==> src/rtl/l1_request_arbiter.sv <==
// l1_request_arbiter
//   Shares the single L1-to-memory request port among four requesters
//   (DCACHE=0, DMMU=1, ICACHE=2, IMMU=3). It grants one request per free
//   output slot, registers it toward memory, and tracks outstanding reads so
//   that in-order read data can be routed back to the requester that issued it.
//
// Ports
//   clk, rst          clock, synchronous active-high reset
//   req_*             per-requester request (valid/ready handshake)
//   mem_*             registered request toward memory (valid/ready handshake)
//   mem_rd_valid/data read data words from memory, in issue order
//   rd_valid/rd_data  per-requester read data strobe (one-hot), broadcast data
//   protocol_error    pulses when read data arrives with no outstanding read
module l1_request_arbiter #(
  parameter int L1_CONNECTIONS  = 4,
  parameter int DATA_W          = 32,
  parameter int MAX_BURST_W     = 5,
  parameter int READ_FIFO_DEPTH = 4,
  parameter int STARVE_LIMIT    = 15
) (
  input  logic                                          clk,
  input  logic                                          rst,
  input  logic [L1_CONNECTIONS-1:0]                     req_valid,
  output logic [L1_CONNECTIONS-1:0]                     req_ready,
  input  logic [L1_CONNECTIONS-1:0][31:0]               req_addr,
  input  logic [L1_CONNECTIONS-1:0]                     req_rnw,
  input  logic [L1_CONNECTIONS-1:0][DATA_W/8-1:0]       req_be,
  input  logic [L1_CONNECTIONS-1:0][DATA_W-1:0]         req_data,
  input  logic [L1_CONNECTIONS-1:0][MAX_BURST_W-1:0]    req_size,
  output logic                                          mem_valid,
  input  logic                                          mem_ready,
  output logic [31:0]                                   mem_addr,
  output logic                                          mem_rnw,
  output logic [DATA_W/8-1:0]                           mem_be,
  output logic [DATA_W-1:0]                             mem_data,
  output logic [MAX_BURST_W-1:0]                        mem_size,
  output logic [$clog2(L1_CONNECTIONS)-1:0]             mem_id,
  input  logic                                          mem_rd_valid,
  input  logic [DATA_W-1:0]                             mem_rd_data,
  output logic [L1_CONNECTIONS-1:0]                     rd_valid,
  output logic [DATA_W-1:0]                             rd_data,
  output logic                                          protocol_error
);

  localparam int ID_W     = $clog2(L1_CONNECTIONS);
  localparam int PTR_W    = $clog2(READ_FIFO_DEPTH);
  localparam int CNT_W    = $clog2(READ_FIFO_DEPTH + 1);
  localparam int STARVE_W = $clog2(STARVE_LIMIT + 1);

  // Output request register
  logic                   mem_valid_reg;
  logic [31:0]            mem_addr_reg;
  logic                   mem_rnw_reg;
  logic [DATA_W/8-1:0]    mem_be_reg;
  logic [DATA_W-1:0]      mem_data_reg;
  logic [MAX_BURST_W-1:0] mem_size_reg;
  logic [ID_W-1:0]        mem_id_reg;

  // Outstanding-read FIFO of {id, size}
  logic [ID_W-1:0]        fifo_id_mem   [READ_FIFO_DEPTH];
  logic [MAX_BURST_W-1:0] fifo_size_mem [READ_FIFO_DEPTH];
  logic [PTR_W-1:0]       wr_ptr_reg;
  logic [PTR_W-1:0]       rd_ptr_reg;
  logic [CNT_W-1:0]       fifo_count_reg;
  logic [MAX_BURST_W-1:0] beat_reg;

  logic [STARVE_W-1:0]    starve_cnt_reg [L1_CONNECTIONS];

  logic                      out_free;
  logic                      fifo_full;
  logic                      fifo_empty;
  logic [L1_CONNECTIONS-1:0] eligible;
  logic [L1_CONNECTIONS-1:0] starved;
  logic [L1_CONNECTIONS-1:0] grant;
  logic                      grant_valid;
  logic [ID_W-1:0]           win_id;
  logic                      push;
  logic                      pop;
  logic                      rd_hit;
  logic [ID_W-1:0]           head_id;
  logic [MAX_BURST_W-1:0]    head_size;

  assign out_free   = !mem_valid_reg || mem_ready;
  // Full is judged on the registered count; a pop in the same cycle does not
  // open a slot until the next cycle.
  assign fifo_full  = (fifo_count_reg == CNT_W'(READ_FIFO_DEPTH));
  assign fifo_empty = (fifo_count_reg == '0);

  // Per-requester eligibility and starvation tracking
  generate
    for (genvar gi = 0; gi < L1_CONNECTIONS; gi++) begin : g_req
      assign eligible[gi] = req_valid[gi] && (!req_rnw[gi] || !fifo_full);
      assign starved[gi]  = eligible[gi] && (starve_cnt_reg[gi] >= STARVE_W'(STARVE_LIMIT));

      always_ff @(posedge clk) begin
        if (rst) begin
          starve_cnt_reg[gi] <= '0;
        end else if (!req_valid[gi] || grant[gi]) begin
          starve_cnt_reg[gi] <= '0;
        end else if (starve_cnt_reg[gi] != STARVE_W'(STARVE_LIMIT)) begin
          starve_cnt_reg[gi] <= starve_cnt_reg[gi] + 1'b1;
        end
      end
    end
  endgenerate

  // Starved requesters outrank everyone; otherwise lowest ID wins.
  always_comb begin
    logic found;
    found  = 1'b0;
    win_id = '0;
    for (int i = 0; i < L1_CONNECTIONS; i++) begin
      if (starved[i] && !found) begin
        found  = 1'b1;
        win_id = ID_W'(i);
      end
    end
    for (int i = 0; i < L1_CONNECTIONS; i++) begin
      if (eligible[i] && !found) begin
        found  = 1'b1;
        win_id = ID_W'(i);
      end
    end
    grant_valid = found && out_free && !rst;
    grant       = grant_valid ? (L1_CONNECTIONS'(1) << win_id) : '0;
  end

  assign req_ready = grant;

  always_ff @(posedge clk) begin
    if (rst) begin
      mem_valid_reg <= 1'b0;
    end else if (out_free) begin
      mem_valid_reg <= grant_valid;
      if (grant_valid) begin
        mem_addr_reg <= req_addr[win_id];
        mem_rnw_reg  <= req_rnw[win_id];
        mem_be_reg   <= req_be[win_id];
        mem_data_reg <= req_data[win_id];
        mem_size_reg <= req_size[win_id];
        mem_id_reg   <= win_id;
      end
    end
  end

  assign mem_valid = mem_valid_reg;
  assign mem_addr  = mem_addr_reg;
  assign mem_rnw   = mem_rnw_reg;
  assign mem_be    = mem_be_reg;
  assign mem_data  = mem_data_reg;
  assign mem_size  = mem_size_reg;
  assign mem_id    = mem_id_reg;

  // Read tracking: push on read capture, pop on the last beat of the head.
  assign push      = grant_valid && req_rnw[win_id];
  assign head_id   = fifo_id_mem[rd_ptr_reg];
  assign head_size = fifo_size_mem[rd_ptr_reg];
  assign rd_hit    = mem_rd_valid && !fifo_empty && !rst;
  assign pop       = rd_hit && (beat_reg == head_size);

  always_ff @(posedge clk) begin
    if (push) begin
      fifo_id_mem[wr_ptr_reg]   <= win_id;
      fifo_size_mem[wr_ptr_reg] <= req_size[win_id];
    end
  end

  always_ff @(posedge clk) begin
    if (rst) begin
      wr_ptr_reg     <= '0;
      rd_ptr_reg     <= '0;
      fifo_count_reg <= '0;
      beat_reg       <= '0;
    end else begin
      if (push) wr_ptr_reg <= wr_ptr_reg + 1'b1;
      if (pop)  rd_ptr_reg <= rd_ptr_reg + 1'b1;
      if (push && !pop)      fifo_count_reg <= fifo_count_reg + 1'b1;
      else if (pop && !push) fifo_count_reg <= fifo_count_reg - 1'b1;
      if (pop)         beat_reg <= '0;
      else if (rd_hit) beat_reg <= beat_reg + 1'b1;
    end
  end

  // Read data is passed straight through in the cycle it arrives.
  assign rd_valid       = rd_hit ? (L1_CONNECTIONS'(1) << head_id) : '0;
  assign rd_data        = mem_rd_data;
  assign protocol_error = mem_rd_valid && fifo_empty && !rst;

endmodule

==> config.mk <==
export PLATFORM = sky130hd
export DESIGN_NAME = l1_request_arbiter
export DESIGN_NICKNAME = d
export VERILOG_FILES = /design/src/rtl/l1_request_arbiter.sv
export SDC_FILE = /design/constraint.sdc
export NUM_CORES = 1
export LEC_CHECK = 0
export ABC_CLOCK_PERIOD_IN_PS = 8700
export BUFFER_PORTS_ARGS = -buffer_cell sky130_fd_sc_hd__buf_2
export CORE_AREA = 2 2 174 176
export CTS_CLUSTER_DIAMETER = 80
export CTS_CLUSTER_SIZE = 30
export DETAILED_ROUTE_END_ITERATION = 10
export DIE_AREA = 0 0 176 178
export GPL_TIMING_DRIVEN = 0
export SLEW_MARGIN = 25
export SYNTH_ARGS = -nofsm -noshare
export SYNTH_HDL_FRONTEND = slang
export SYNTH_SLANG_ARGS = --single-unit
==> constraint.sdc <==
create_clock -name clk -period 8.7 [get_ports clk]
set_input_delay 0 -clock clk [delete_from_list [all_inputs] [get_ports clk]]
set_output_delay 0 -clock clk [all_outputs]
set_load 0.01 [all_outputs]
==> metrics.txt, run 1 <==
status=finished clean; syn nets=1,106; core area=29,400 um^2; initial core utilization=0.262; Sw Ratio=0.286; hold depth=3; Post-Syn Instances=759; # rows=63; PortBufs=421; worst slew pin tran=0.876 ns; CP Data Required Time=8.97 ns; Synth Area in Compound Gates=0.120; vias in the first global route=7,835; synthesized area=7720 um^2; WL/cell=18.0 um; adder-cell share of the synthesized area=0.0188; Die Span Y=178 um; first-pass GRT wire length=44,200 um; clock network power share=0.346; crit path kind=reg -> reg; R2R setup slack=4.71 ns; Top delay family on crit path=buffers and inverters; cts bufs inserted=17; total via count in the routed design=between 8,000 and 9,000; worst r2r dst=mem_addr[28]; gr usage total=0.190; startpoint of the worst hold path=req_addr[35]; TritonCTS clock tree=yes; Most used DFF post-synth=edfxtp_1; Post-synth EDFFs=120; top-area cell type share of the netlist area=0.467; Die X=between 150 and 200 um; total power=roughly 2 mW; mux contribution to synthesized area=0.119; DRT Pass-1 Iters=5; routed vias/inst=4.64; CP max FO=10; post-route met1 wirelength=around 12,000 um; sequential fraction of design power=0.404; cell taking the most area after synthesis=edfxtp_1; min Tclk post-route=~4.0 ns; Total Nets Final=1,681; CTS root buffer=clkbuf_16; Rel. slew slack=0.416; CTS max path bufs=2; Synth area leaders=edfxtp_1, mux2i_1, a21oi_1, nor2_1, nand2_1; Synth top cells by count=edfxtp_1, nor2_1, nand2_1; gpl congestion=0.822; worst min path class=in -> reg; Initial DRC Count=437; Post-Synth XOR/XNOR Area=0.0238; DP Wirelength=24,000 um; top sig layer=met4; Cell Area, Placed=10,400 um^2; final hold violations=0; Setup crit start kind=flip-flop; post-synthesis sequential area ratio=0.506; share of post-route cells with drive strength above 1=0.393; Pint=about 1.4 mW; Simple-Gate Fraction of Synth Area=0.143; filler cell count=around 2,900; top-count cell post-synth=edfxtp_1; R2R depth=11; Sw Pwr=0.557 mW; largest family of logic cells by synthesized area=simple AND/OR/NAND/NOR gates; Max H-tree Level=4; post-CTS sizing=0; DRC viols=0; synth unique cells=48; die area=31,300 um^2; Clock Pin Slew Worst Setup and Hold Paths=0.07 ns; max-cap viol count=0; yosys synthesis warning count=0; Max Clock Freq=251 MHz; Critical Path AT=between 4 and 5 ns; Combinational Power Share=0.250; Worst-Skew Late Latency=around 0.42 ns; peak supply drop=slightly above 90 uV; Final ANT Viol Nets=0; fin area=12,300 um^2; Critical-path top delay cell=a222oi_1; # IOs=454; met3 wire length=1920 um; asr flop ratio synth=0; clock skew=just over 0.02 ns; routed wl met2=approximately 16,000 um; CP Cell Sequence=buf_2 > nand4bb_1 > a222oi_1 > nor3b_2 > buf_4 > a31o_4 > buf_6 > buf_6 > nand2_1 > o21ai_1 > dlygate4sd3_1; Congestion Overflow GR=0; Clock Sinks=135; setup violators final=0; final slew viol count=0; CP most frequent cell=buf_6; CP endpoint kind=flip-flop; slowest cell delay on critical path=0.84 ns; Syn Area/Cell=10.2 um^2; crit share post-route=0.458; synthesized flop and latch total=135; initial antenna violation count=4; leakage power figure=5.33 nW; pin count of the biggest net entering global routing=23; Pwr per Cell Area=158 nW/um^2; RSZ-0062 raised after global routing=no; CP Buf/Inv Count=5; Routed WL=31,400 um; Reg-to-Reg Start=fifo_count_reg[0]; synthesis-to-finish area growth=59.2%; WHS Endpoint=mem_addr[3]
==> worst min-delay path, stage by stage <==
cell and delay [ns]:
buf_2 0.09, a21oi_1 0.06, o21ai_1 0.16
==> through the flow <==
| stage | TNS, ns | util | instances | setup slack, ns | hold WS [ns] |
|---|---|---|---|---|---|
| 2_1_floorplan | 0 | - | 759 | 2.13 | 0.0918 |
| 3_3_place_gp | -0.520 | 0.351 | 1570 | -0.392 | 0.185 |
| 3_5_place_dp | 0 | 0.355 | 1574 | 4.81 | 0.184 |
| 4_1_cts | 0 | 0.417 | 1737 | 4.72 | 0.00189 |
| 5_1_grt | 0 | 0.418 | 1740 | 4.55 | 0.0256 |
| 6_report | 0 | 0.418 | 1740 | 4.71 | 0.0173 |
==> area by class of cell <==
class                      count  area [um^2]  share of cell area
sequential                   135         3900               0.318
timing repair buffer         556         3530               0.287
multi-input combinational    534         3280               0.267
buffer                        78          497              0.0404
tap                          390          488              0.0397
clock buffer                  20          447              0.0364
clock inverter                12         82.6             0.00672
inverter                      12         45.0             0.00367
antenna                        3         7.51            0.000611
==> how the worst max path moves through the flow <==
stage                       from           endpoint  slack [ns]  cells after the start
2_1_floorplan  fifo_count_reg[0]  fifo_count_reg[2]        2.13                     12
3_3_place_gp   fifo_count_reg[1]  fifo_count_reg[2]       -0.39                     11
3_5_place_dp   fifo_count_reg[0]  fifo_count_reg[2]        4.81                     14
4_1_cts        fifo_count_reg[0]       mem_data[13]        4.72                     11
5_1_grt        fifo_count_reg[0]       mem_addr[22]        4.55                     11
6_report       fifo_count_reg[0]       mem_addr[28]        4.71                     11
==> placed cells by master (no fill, tap or decap), types with 2 or more instances in the layout <==
cell	Yosys	routed
nand2b_1	8	8
buf_4	33	33
clkinvlp_4	0	3
nand2_1	87	87
a31oi_1	2	2
dlygate4sd3_1	0	131
edfxtp_1	120	120
mux4_2	7	7
mux2i_1	76	76
buf_6	7	7
nand4_1	4	4
nand4bb_1	4	4
buf_16	0	4
nor4_1	3	3
and2_1	4	4
nor3_1	5	5
diode_2	0	3
and3_1	11	11
nor4bb_1	2	2
o21ai_0	16	16
dfxtp_1	15	15
nor2_1	98	98
clkinv_2	0	5
ha_1	10	10
clkbuf_1	15	17
nand3_1	14	14
clkbuf_16	0	17
inv_1	12	12
xor2_1	11	11
a21oi_1	81	80
xnor2_1	10	10
clkinv_4	0	3
buf_2	22	443
o21ai_1	61	61
==> what timing repair did <==
action                    4_1_cts  5_1_grt
hold buffers                  131        0
setup buffers                   0        0
hold endpoints to repair       68        0
==> cell families after synthesis <==
logic type | count (synthesis)
AO/OA/AOI/OAI | 172
XOR/XNOR | 21
adder cells (fa/ha/maj) | 11
buffers and inverters | 90
flip-flops | 135
multiplexers | 83
AND/OR/NAND/NOR | 247
==> power by group through the flow <==
| stage | logic, mW | registers (mW) | clock network (mW) |
|---|---|---|---|
| final | 0.486 | 0.786 | 0.674 |
| after global placement | 0.389 | 0.804 | 0 |
| after CTS | 0.487 | 0.787 | 0.693 |
| after global routing | 0.529 | 0.791 | 0.716 |
| after floorplan | 0.188 | 0.820 | 0 |
| after detailed placement | 0.403 | 0.800 | 0 |
==> layer usage <==
metal  track usage  vias up
met2         0.339      324
li1              -     3845
met3        0.0445       56
met5             0        -
met1         0.220     3843
met4        0.0751        0
Note: power is estimated with default switching activity, not from simulation.
==> inputs of run 2 (changes only) <==
--- a/config.mk
+++ b/config.mk
@@ -5,7 +5,7 @@
 export SDC_FILE = /design/constraint.sdc
 export NUM_CORES = 1
 export LEC_CHECK = 0
-export ABC_CLOCK_PERIOD_IN_PS = 8700
+export ABC_CLOCK_PERIOD_IN_PS = 3350
 export BUFFER_PORTS_ARGS = -buffer_cell sky130_fd_sc_hd__buf_2
 export CORE_AREA = 2 2 174 176
 export CTS_CLUSTER_DIAMETER = 80
==> constraint.sdc (replaced) <==
create_clock -name clk -period 3.35 [get_ports clk]
set_input_delay 0 -clock clk [delete_from_list [all_inputs] [get_ports clk]]
set_output_delay 0 -clock clk [all_outputs]
set_load 0.01 [all_outputs]
==> metrics.txt, run 2 (synthesis results as in run 1) <==
Setup crit start kind=flip-flop; Critical Path Start=fifo_count_reg[1]; crit share post-route=0.965 (+0.507); RSZ-0062 raised after global routing=yes; first-pass GRT wire length=46,000 um (+4.1%); initial core utilization=0.262 (unchanged); initial antenna violation count=10 (+6); TritonCTS clock tree=yes; routed vias/inst=4.69 (+1.2%); Fin Hold WS=0.0197 ns (+0.00232 ns); Sw Ratio=0.288 (+0.00169); synthesis-to-finish area growth=63.8%; Initial DRC Count=413 (-5.5%); Critical Path AT=3.58 ns (-0.68 ns); min Tclk post-route=3.23 ns (-0.754 ns); peak supply drop=243 uV (+160%); Max Clock Freq=309 MHz (+23%); DRT Pass-1 Iters=5 (unchanged); CTS root buffer=clkbuf_16; Sw Pwr=1.51 mW (+170%); Rel. slew slack=0.488 (+0.0721); Combinational Power Share=0.233 (-0.017); Place WS=-0.337 ns (-5.15 ns); Die Span Y=178 um (unchanged); Worst-Skew Late Latency=0.42 ns (about the same); # IOs=454 (unchanged); CP endpoint kind=flip-flop; Die X=176 um (unchanged); share of post-route cells with drive strength above 1=0.412 (+0.0197); core area=29,400 um^2 (unchanged); CTS max path bufs=2 (unchanged); worst min path class=in -> reg; setup_tns=0 ns (unchanged); PortBufs=421 (unchanged); Pint=3.74 mW (+170%); DRC viols=0 (unchanged); Reg-to-Reg Start=fifo_count_reg[1]; total via count in the routed design=8,213 (+1.8%); clock network power share=0.377 (+0.031); Total Nets Final=1,687 (+0.36%); # rows=63 (unchanged); DP Wirelength=24,000 um (-0.33%); clock skew=0.0131 ns (-0.00731 ns); Routed WL=32,500 um (+3.6%); vias in the first global route=8,091 (+3.3%); final slew viol count=0 (unchanged); leakage power figure=5.41 nW (+1.5%); Pwr per Cell Area=415 nW/um^2 (+160%); sequential fraction of design power=0.391 (-0.013); final hold violations=0 (unchanged); Clock Sinks=135 (unchanged); Clock Pin Slew Worst Setup and Hold Paths=0.07 ns (about the same); Max H-tree Level=4 (unchanged); status=finished clean; commonest cells after routing, fill and taps aside=buf_2, dlygate4sd3_1, edfxtp_1; startpoint of the worst hold path=req_addr[32]; worst slew pin tran=0.768 ns (-0.108 ns); max-cap viol count=0 (unchanged); pin count of the biggest net entering global routing=23 (unchanged); CP Data Required Time=3.70 ns (-5.27 ns); filler cell count=2,890 (-1.1%); WL/cell=18.6 um (+2.9%); cts bufs inserted=17 (unchanged); Critical-path top delay cell=dfxtp_2; die area=31,300 um^2 (unchanged); Final ANT Viol Nets=0 (unchanged); crit path kind=reg -> reg; gpl congestion=0.862 (+4.9%); most common cell after layout, fill and taps aside=buf_2; total power=5.25 mW (+170%); R2R setup slack=0.12 ns (-4.60 ns); setup violators final=0 (unchanged); Final WS setup=0.117 ns (-4.60 ns); Congestion Overflow GR=0 (unchanged); CP Cell Sequence=nand4bb_4 > a222oi_1 > buf_4 > buf_12 > a21oi_4 > a21bo_2 > nor2_2 > ha_2 > inv_2 > fa_2 > xor2_1 > or3_1 > a21oi_2; gr usage total=0.198 (+0.00838); slowest cell delay on critical path=0.49 ns (-0.35 ns); CP max FO=10 (unchanged)
[run 2: cell type report]
| class | instances | area [um^2] | share of cell area |
|---|---|---|---|
| sequential | 135 | 3910 | 0.309 |
| multi-input combinational | 534 | 3440 | 0.272 |
| inverter | 12 | 45.0 | 0.00356 |
| buffer | 78 | 526 | 0.0416 |
| timing repair buffer | 562 | 3590 | 0.284 |
| tap | 390 | 488 | 0.0386 |
| clock buffer | 22 | 528 | 0.0418 |
| antenna | 8 | 20.0 | 0.00158 |
| clock inverter | 10 | 90.1 | 0.00713 |
[run 2: power groups by stage]
stage,clock network (mW),registers (mW),logic [mW]
after floorplan,0,2.13,0.499
after global placement,0,2.08,1.02
after detailed placement,0,2.08,1.06
after CTS,2.04,2.05,1.19
after global routing,2.10,2.06,1.33
final,1.98,2.05,1.22
[run 2: per-stage QoR]
step / instances / util / instance area (um^2)
CTS: 1741 / 0.424 / 12500
global route: 1748 / 0.430 / 12600
floorplan: 759 / - / 7780
finish: 1751 / 0.430 / 12600
detailed placement: 1574 / 0.356 / 10500
global placement: 1570 / 0.353 / 10400
[run 2: repair_timing]
item,in CTS,in global routing
setup buffers,1,2
gates resized for setup,7,26
hold buffers,134,0
hold endpoints to repair,70,0
endpoints found under the setup margin,52,47
pin swaps,1,4
[run 2: path summary, 6_finish.rpt]
kind,cells after the start,to
setup reg to reg,13,fifo_count_reg[2]
hold / removal,3,mem_addr[0]
setup / recovery,13,fifo_count_reg[2]
hold reg to reg,2,wr_ptr_reg[0]
[run 2: worst max-delay path, delay by kind of cell (launching register included)]
family                   cells  cell delay (ns)
AND/OR/NAND/NOR              3             0.69
adder cells (fa/ha/maj)      2             0.54
flip-flops                   1             0.49
buffers and inverters        3             0.33
AO/OA/AOI/OAI                4             0.96
XOR/XNOR                     1             0.15
[run 2: layer usage]
layer | part of all wire | track usage
met5 | 0.00083 | 0
met4 | 0.024 | 0.0740
met3 | 0.074 | 0.0531
met2 | 0.51 | 0.341
met1 | 0.39 | 0.238
==> inputs of run 3 (changes only) <==
--- a/config.mk
+++ b/config.mk
@@ -13,6 +13,8 @@
 export DETAILED_ROUTE_END_ITERATION = 10
 export DIE_AREA = 0 0 176 178
 export GPL_TIMING_DRIVEN = 0
+export MAX_ROUTING_LAYER = met4
+export SETUP_SLACK_MARGIN = 0.5
 export SLEW_MARGIN = 25
 export SYNTH_ARGS = -nofsm -noshare
 export SYNTH_HDL_FRONTEND = slang
==> metrics.txt, run 3 (synthesis results as in run 1) <==
CP max FO=7 (-3); gpl congestion=0.837 (-2.9%); CP Data Required Time=3.69 ns (about the same); total power=5.53 mW (+5.4%); worst slew pin tran=0.622 ns (-0.146 ns); gr usage total=0.202 (+0.00351); R2R setup slack=0.21 ns (+0.09 ns); initial antenna violation count=5 (-5); share of post-route cells with drive strength above 1=0.462 (+0.0499); startpoint of the worst hold path=req_addr[33]; Clock Sinks=135 (unchanged); pin count of the biggest net entering global routing=23 (unchanged); final hold violations=0 (unchanged); area of the multi-input gates=3690 um^2 (+7.2%); # IOs=454 (unchanged); Final ANT Viol Nets=0 (unchanged); CP endpoint kind=flip-flop; R2R depth=15 (+2); Place WS=-0.341 ns (-0.00416 ns); CTS max path bufs=2 (unchanged); Congestion Overflow GR=0 (unchanged); Reg-to-Reg Start=fifo_count_reg[0]; cts bufs inserted=17 (unchanged); total via count in the routed design=8,417 (+2.5%); RSZ-0062 raised after global routing=yes; core area=29,400 um^2 (unchanged); worst min path class=in -> reg; Setup crit start kind=flip-flop; peak supply drop=336 uV (+39%); Critical Path AT=3.48 ns (-0.10 ns); initial core utilization=0.262 (unchanged); Initial DRC Count=386 (-6.5%); setup violators final=0 (unchanged); WHS Endpoint=mem_addr[1]; first-pass GRT wire length=46,100 um (+0.32%); PortBufs=421 (unchanged); die area=31,300 um^2 (unchanged); routed vias/inst=4.67 (-0.47%); DRC viols=0 (unchanged); DP Wirelength=23,500 um (-1.9%); Worst-Skew Late Latency=0.42 ns (about the same); Die X=176 um (unchanged); setup_tns=0 ns (unchanged); Clock Pin Slew Worst Setup and Hold Paths=0.07 ns (about the same); Reg area=3910 um^2 (+0.13%); DRT Pass-1 Iters=4 (-1); fin area=13,700 um^2 (+8.0%); # rows=63 (unchanged); WL/cell=18.7 um (+0.72%); clock skew=0.0112 ns (-0.00186 ns); Total Nets Final=1,742 (+3.3%); worst r2r dst=fifo_count_reg[2]; leakage power figure=5.82 nW (+7.7%); CTS root buffer=clkbuf_16; Fin Hold WS=0.0230 ns (+0.00331 ns); filler cell count=2,726 (-5.7%); Rel. slew slack=0.585 (+0.0975); max-cap viol count=0 (unchanged); vias in the first global route=8,198 (+1.3%); crit share post-route=0.937 (-0.0281); Cell Area, Placed=10,500 um^2 (+0.61%); final slew viol count=0 (unchanged); hold depth=3 (unchanged); commonest cells after routing, fill and taps aside=buf_2, dlygate4sd3_1, edfxtp_1; crit path kind=reg -> reg; Routed WL=33,700 um (+3.7%); Die Span Y=178 um (unchanged); min Tclk post-route=3.14 ns (-0.0941 ns); Max H-tree Level=4 (unchanged); TritonCTS clock tree=yes; synthesis-to-finish area growth=76.9%; most common cell after layout, fill and taps aside=buf_2; Max Clock Freq=319 MHz (+3.0%); Pwr per Cell Area=405 nW/um^2 (-2.4%); Final WS setup=0.211 ns (+0.0941 ns); status=finished clean
==> run 3: cell types whose count changed in the layout (fill, tap and decap cells not counted), sizes merged, moves of 3 or more <==
cell	change
bufinv	+3
buf	+48
clkinv	-3
diode	-3
==> run 3: critical path, cell delays in order, from the launching register on <==
cell	delay, ns
dfxtp_2	0.33
buf_8	0.14
nor4bb_4	0.35
buf_4	0.19
o32ai_4	0.08
o2111a_1	0.16
buf_6	0.14
a31o_4	0.23
a21bo_4	0.22
nor2_4	0.13
ha_4	0.15
inv_2	0.04
fa_2	0.33
xor2_1	0.15
or3_1	0.30
a21oi_1	0.12
==> run 3: per-stage QoR <==
stage                     utilization  instances
final                           0.464       1803
after global routing            0.464       1803
after CTS                       0.438       1754
after detailed placement        0.359       1574
after global placement          0.355       1570
after floorplan                     -        759
==> run 3: area by class of cell <==
class | count | share of cell area
antenna | 5 | 0.000917
buffer | 78 | 0.0497
clock buffer | 19 | 0.0332
clock inverter | 13 | 0.0132
inverter | 12 | 0.00330
multi-input combinational | 534 | 0.270
sequential | 135 | 0.287
tap | 390 | 0.0357
timing repair buffer | 617 | 0.307
==> run 3: where the power goes <==
| part | total [mW] | internal (mW) | leakage, nW | switching, mW |
|---|---|---|---|---|
| combinational | 1.40 | 0.711 | 4.21 | 0.685 |
| sequential | 2.05 | 2.00 | 1.31 | 0.0482 |
| clock | 2.09 | 1.24 | 0.306 | 0.849 |
| total | 5.53 | 3.95 | 5.82 | 1.58 |
==> run 3: how the worst max path moves through the flow <==
stage | start | end | slack, ns | cells past startpoint
2_1_floorplan | fifo_count_reg[0] | fifo_count_reg[2] | -0.42 | 12
4_1_cts | fifo_count_reg[0] | fifo_count_reg[2] | 0.31 | 14
3_3_place_gp | fifo_count_reg[1] | fifo_count_reg[2] | -1.36 | 11
3_5_place_dp | fifo_count_reg[2] | fifo_count_reg[2] | -0.34 | 14
6_report | fifo_count_reg[0] | fifo_count_reg[2] | 0.21 | 15
5_1_grt | starve_cnt_reg[3][0] | fifo_count_reg[2] | 0.11 | 15
==> run 3: what timing repair did <==
action,CTS,global route
gates resized for setup,52,78
endpoints found under the hold margin,78,11
pin swaps,16,18
setup endpoints to repair,162,119
setup buffers,15,35
hold buffers,133,3
gates cloned,0,6
==> run 3: layer usage <==
layer,share of wire,routed length (um),GRT usage
met1,0.39,13300,0.231
met5,0,0,-
met2,0.54,18100,0.355
met4,0.017,590,0.0665
met3,0.050,1670,0.0382
